===== src/rtl/uart_sink.sv =====
// rtl/uart_sink.sv - receive-side byte sink: edge-detected capture into a FWFT FIFO with checksum, line count and sticky overflow
//
// Ports:
//   clock            in   global clock, all state updates on the rising edge
//   tick_reset       in   asynchronous active-high reset
//   tick_valid       in   byte-valid level/pulse from uart_rx; its rising edge requests a push
//   tick_data        in   byte from uart_rx, sampled on the tick_valid rising edge
//   tick_pop         in   reader consumes the head byte this cycle
//   get_data_ret     out  head-of-FIFO byte, 8'h00 when empty
//   get_empty_ret    out  FIFO holds no bytes
//   get_full_ret     out  FIFO holds depth bytes
//   get_count_ret    out  current occupancy
//   get_lines_ret    out  number of accepted line_char bytes (mod 2^16)
//   get_overflow_ret out  sticky, a byte was dropped because the FIFO was full
//   get_checksum_ret out  sum of all accepted bytes (mod 2^32)

module uart_sink #(
    parameter int         depth     = 16,
    parameter logic [7:0] line_char = 8'h0A
) (
    input  logic                       clock,
    input  logic                       tick_reset,
    input  logic                       tick_valid,
    input  logic [7:0]                 tick_data,
    input  logic                       tick_pop,
    output logic [7:0]                 get_data_ret,
    output logic                       get_empty_ret,
    output logic                       get_full_ret,
    output logic [$clog2(depth+1)-1:0] get_count_ret,
    output logic [15:0]                get_lines_ret,
    output logic                       get_overflow_ret,
    output logic [31:0]                get_checksum_ret
);

    localparam int addr_w  = $clog2(depth);
    localparam int ptr_w   = addr_w + 1;
    localparam int count_w = $clog2(depth + 1);

    logic [7:0]        mem [depth];
    logic [ptr_w-1:0]  wr_ptr;
    logic [ptr_w-1:0]  rd_ptr;
    logic [ptr_w-1:0]  fill;
    logic              prev_valid;
    logic [15:0]       lines;
    logic [31:0]       checksum;
    logic              overflow;

    logic              fifo_empty;
    logic              fifo_full;
    logic              push_req;
    logic              pop_ok;
    logic              push_ok;
    logic              drop;

    // A held-high valid level produces exactly one push: only its rising edge counts.
    assign push_req = tick_valid && !prev_valid;

    // The extra pointer MSB separates full (MSBs differ) from empty (identical pointers).
    assign fifo_empty = (wr_ptr == rd_ptr);
    assign fifo_full  = (wr_ptr[addr_w-1:0] == rd_ptr[addr_w-1:0]) &&
                        (wr_ptr[addr_w] != rd_ptr[addr_w]);

    // All decisions use pre-edge state. A push into a full FIFO is still
    // accepted when a pop frees the head slot in the same cycle.
    assign pop_ok  = tick_pop && !fifo_empty;
    assign push_ok = push_req && (!fifo_full || pop_ok);
    assign drop    = push_req && fifo_full && !pop_ok;

    assign fill = wr_ptr - rd_ptr;

    always_ff @(posedge clock or posedge tick_reset) begin
        if (tick_reset) begin
            prev_valid <= 1'b0;
            wr_ptr     <= '0;
            rd_ptr     <= '0;
            lines      <= 16'd0;
            checksum   <= 32'd0;
            overflow   <= 1'b0;
        end else begin
            prev_valid <= tick_valid;
            if (pop_ok) begin
                rd_ptr <= rd_ptr + 1'b1;
            end
            if (push_ok) begin
                wr_ptr   <= wr_ptr + 1'b1;
                checksum <= checksum + {24'b0, tick_data};
                if (tick_data == line_char) begin
                    lines <= lines + 16'd1;
                end
            end
            if (drop) begin
                overflow <= 1'b1;
            end
        end
    end

    // Storage is deliberately left out of reset; the pointers alone define validity.
    always_ff @(posedge clock) begin
        if (push_ok) begin
            mem[wr_ptr[addr_w-1:0]] <= tick_data;
        end
    end

    // First-word-fall-through: the head is read straight from registered state.
    assign get_data_ret     = fifo_empty ? 8'h00 : mem[rd_ptr[addr_w-1:0]];
    assign get_empty_ret    = fifo_empty;
    assign get_full_ret     = fifo_full;
    assign get_count_ret    = count_w'(fill);
    assign get_lines_ret    = lines;
    assign get_overflow_ret = overflow;
    assign get_checksum_ret = checksum;

endmodule


===== config.mk =====
export PLATFORM = sky130hd
export DESIGN_NAME = uart_sink
export DESIGN_NICKNAME = d
export VERILOG_FILES = /design/src/rtl/uart_sink.sv
export SDC_FILE = /design/constraint.sdc
export NUM_CORES = 1
export LEC_CHECK = 0
export BUFFER_PORTS_ARGS = -buffer_cell sky130_fd_sc_hd__buf_2
export CAP_MARGIN = 10
export CORE_UTILIZATION = 25
export CTS_CLUSTER_SIZE = 8
export DETAILED_ROUTE_END_ITERATION = 8
export MAX_ROUTING_LAYER = met4
export PLACE_DENSITY = 0.53
export SETUP_SLACK_MARGIN = 0.05
export SLEW_MARGIN = 20
export SYNTH_ARGS = -nofsm -noshare
export SYNTH_HDL_FRONTEND = slang
export SYNTH_SLANG_ARGS = --single-unit

===== constraint.sdc =====
create_clock -name clock -period 3 [get_ports clock]
set_clock_uncertainty 0.2 [all_clocks]
set_input_delay 0.6 -clock clock [delete_from_list [all_inputs] [get_ports clock]]
set_output_delay 0.6 -clock clock [all_outputs]
set_load 0.1 [all_outputs]

==> flow_metrics.tcl <==
set metrics [dict create \
    status "complete, but fails checks" \
    violations "setup timing" \
    crit_path_start_kind "flip-flop" \
    critPathBufInv 2 \
    vias 4707 \
    timing.final.hold_violations 0 \
    min_to "prev_valid" \
    hold_depth 1 \
    rows 65 \
    p_total_w 0.0124 \
    p_sw_w 0.00550 \
    synth_edf_count 128 \
    end_kind "output port" \
    wl_um 19800 \
    crit_family "multiplexers" \
    initial_utilization_pct 25.6 \
    cts_sinks 188 \
    hp-class "input pin to flip-flop" \
    p_int_w 0.00686 \
    crit_chain "buf_12 -> mux4_2 -> mux4_2 -> nor2b_4 -> buf_12" \
    ctsHoldBuffers 0 \
    grt_pass1_vias 4951 \
    fp.dieW_um 182 \
    fin_nets 682 \
    viasPerCell 4.29 \
    pre_cts_slack_ns 0.00827 \
    drt_iter0_drc 340 \
    seq_power_share_pct 25.9 \
    final_cells 1097 \
    core_um2 31800 \
    drv_slew 0 \
    power.density_nw_per_um2 1170 \
    r2r.worst_path.cells 8 \
    yosys_warnings 0 \
    overflow 0 \
    drt_first_pass_iters 4 \
    cp_num_cells 5 \
    utilization_pct 33.1 \
    ios 76 \
    cts_buffers 17 \
    ys_seq_area_share_pct 65.7 \
    drive_above_1_share_pct 37.1 \
    port_buffers 75 \
    synth_nets 542 \
    p_clk_share_pct 17.7 \
    die_h_um 182 \
    clk_path_buf_depth 2 \
    gp_congestion 0.740 \
    num-fill-cells 3114 \
    syn_avg_cell_area_um2 16.0 \
    drt-wirelength-per-cell_um 18.1 \
    ys.flop_type "edfxtp_1" \
    post-place-cells 1058 \
    synthToLayoutAreaGrowth_pct 29.4 \
    netSwitchingFraction_pct 44.5 \
    clk_pin_slew_ns 0.08 \
    place.detailed.hpwl_um 14000 \
    cts_root_buffer "clkbuf_16" \
    cts_htree_levels 4 \
    setup_viol 11 \
    maxCapViolCount 0 \
    grt_use_total_pct 13.1 \
    crit_type "flip-flop to output port" \
    cts_tree "yes" \
    slowest_delay_ns 0.53 \
    antenna_left 0 \
    maxClockFrequency_ghz 0.309 \
    fin_hold_ws_ns 0.0887 \
    rsz0062_at_grt "yes" \
    insertion_delay_ns 0.44 \
    yosysUniqueCellTypes 50 \
    synthCells 510 \
    p_leak_nw 4.08 \
    synth_area_um2 8140 \
    grt_max_degree 61 \
    worst-slew-pin-transition_ns 0.881 \
    hp-start "tick_valid" \
    final_common_cell "edfxtp_1" \
    worstPathRequired_ns 2.20 \
    ys_ff_latch 188 \
    r2r-start "rd_ptr[0]" \
    worst_slack_ns -0.239 \
    dieArea_um2 33300 \
    layout_common_cells "edfxtp_1 (128), buf_2 (61), dfrtp_1 (59)" \
    cp_slowest_cell "mux4_2" \
    grt_first_pass_wirelength_um 30800 \
    critPathArrivalTime_ns 2.44 \
    synthArstFlopShare_pct 31.9 \
    antenna_found_initial 1 \
    slew_headroom_pct 41.0 \
    r2r_slack_ns 0.23 \
    drc_errors 0 \
    period_minus_slack_ns 3.24 \
    final.period_utilization_pct 108 \
    combPwrFrac_pct 56.4 \
    timing.rr.end "mem[5][5]" \
    worstPathMaxFanout 16 \
    peakVddDrop_v 0.00117 \
]
state kept, by name, summed over array words and instances (netlist names):
name	flops
mem	128
get_checksum_ret	32
get_lines_ret	16
rd_ptr	5
wr_ptr	5
get_overflow_ret	1
prev_valid	1
timing repair:
action / CTS / global route
pin swaps: 7 / 5
gates resized for setup: 42 / 11
gates cloned: 1 / 0
setup endpoints to repair: 11 / 44
buffers inserted: 5 / 3
how the worst max path moves through the flow:
| stage | from | endpoint | slack (ns) |
|---|---|---|---|
| final | rd_ptr[0] | get_data_ret[2] | -0.24 |
| after detailed placement | tick_data[7] | get_checksum_ret[24] | 0.008 |
| after floorplan | rd_ptr[1] | get_data_ret[0] | -0.23 |
| after global routing | rd_ptr[0] | get_data_ret[3] | -0.32 |
| after global placement | tick_data[7] | get_checksum_ret[24] | -0.05 |
| after CTS | rd_ptr[0] | get_data_ret[1] | -0.28 |
cells in the mapped netlist, types with 2 or more instances:
cell | number | area share [%]
or3_1 | 2 | 0.15
and4_1 | 2 | 0.22
mux4_2 | 40 | 11
nor3_2 | 4 | 0.49
o21ai_1 | 7 | 0.43
a21o_1 | 5 | 0.46
edfxtp_1 | 128 | 47
o21ai_0 | 3 | 0.18
nand2b_1 | 2 | 0.15
buf_2 | 4 | 0.25
nor2b_1 | 10 | 0.77
xor2_1 | 21 | 2.3
a2111oi_0 | 2 | 0.22
nand3_1 | 15 | 0.92
xnor2_1 | 36 | 3.9
nor2_1 | 26 | 1.2
a211oi_1 | 2 | 0.18
nor4_1 | 3 | 0.23
inv_1 | 13 | 0.60
nand2_1 | 39 | 1.8
nor3_1 | 6 | 0.37
fa_1 | 2 | 0.49
dfrtp_1 | 60 | 18
ha_1 | 18 | 2.8
buf_1 | 3 | 0.14
a21oi_1 | 8 | 0.49
nand4_1 | 13 | 1.0
buf_6 | 3 | 0.41
clkbuf_1 | 6 | 0.28
and3_1 | 7 | 0.54
routing by layer:
| layer | share of wire (%) | wire, um | vias to the layer above | global-route usage (%) |
|---|---|---|---|---|
| met3 | 4.7 | 941 | 10 | 3.03 |
| met5 | 0 | 0 | - | - |
| met4 | 0.82 | 163 | 0 | 2.92 |
| met1 | 46 | 9190 | 2397 | 17.0 |
| li1 | - | - | 2208 | - |
| met2 | 48 | 9520 | 92 | 20.6 |
logic make-up after synthesis:
| family | share of synthesized area (%) |
|---|---|
| muxes | 11.2 |
| xor gates and xnor gates | 6.33 |
| DFF | 65.7 |
| adders and majority gates | 3.26 |
| AOI/OAI and AO/OA | 3.32 |
| buffers and inverters | 1.72 |
| and+or+nand+nor | 8.50 |
through the flow:
stage,instance area (um^2),TNS (ns)
6_report,10500,-2.19
4_1_cts,10500,-2.52
2_1_floorplan,8310,-1.82
3_3_place_gp,9690,-0.0532
5_1_grt,10500,-3.17
3_5_place_dp,9690,0
final cells by class:
type	instances	area, um^2	share of cell area (%)
tap	435	544	5.17
inverter	14	57.6	0.547
timing repair buffer	137	1160	11.0
clock inverter	12	133	1.26
multi-input combinational	292	2860	27.1
clock buffer	18	429	4.08
sequential	188	5350	50.8
antenna	1	2.50	0.0238
power groups by stage:
stage / clock network [W] / logic (W) / registers (W)
global placement: 0 / 0.00628 / 0.00326
CTS: 0.00227 / 0.00699 / 0.00321
global route: 0.00236 / 0.00732 / 0.00324
finish: 0.00219 / 0.00697 / 0.00320
floorplan: 0 / 0.00409 / 0.00380
detailed placement: 0 / 0.00628 / 0.00327
No activity file was read; power rests on OpenSTA's default activity.
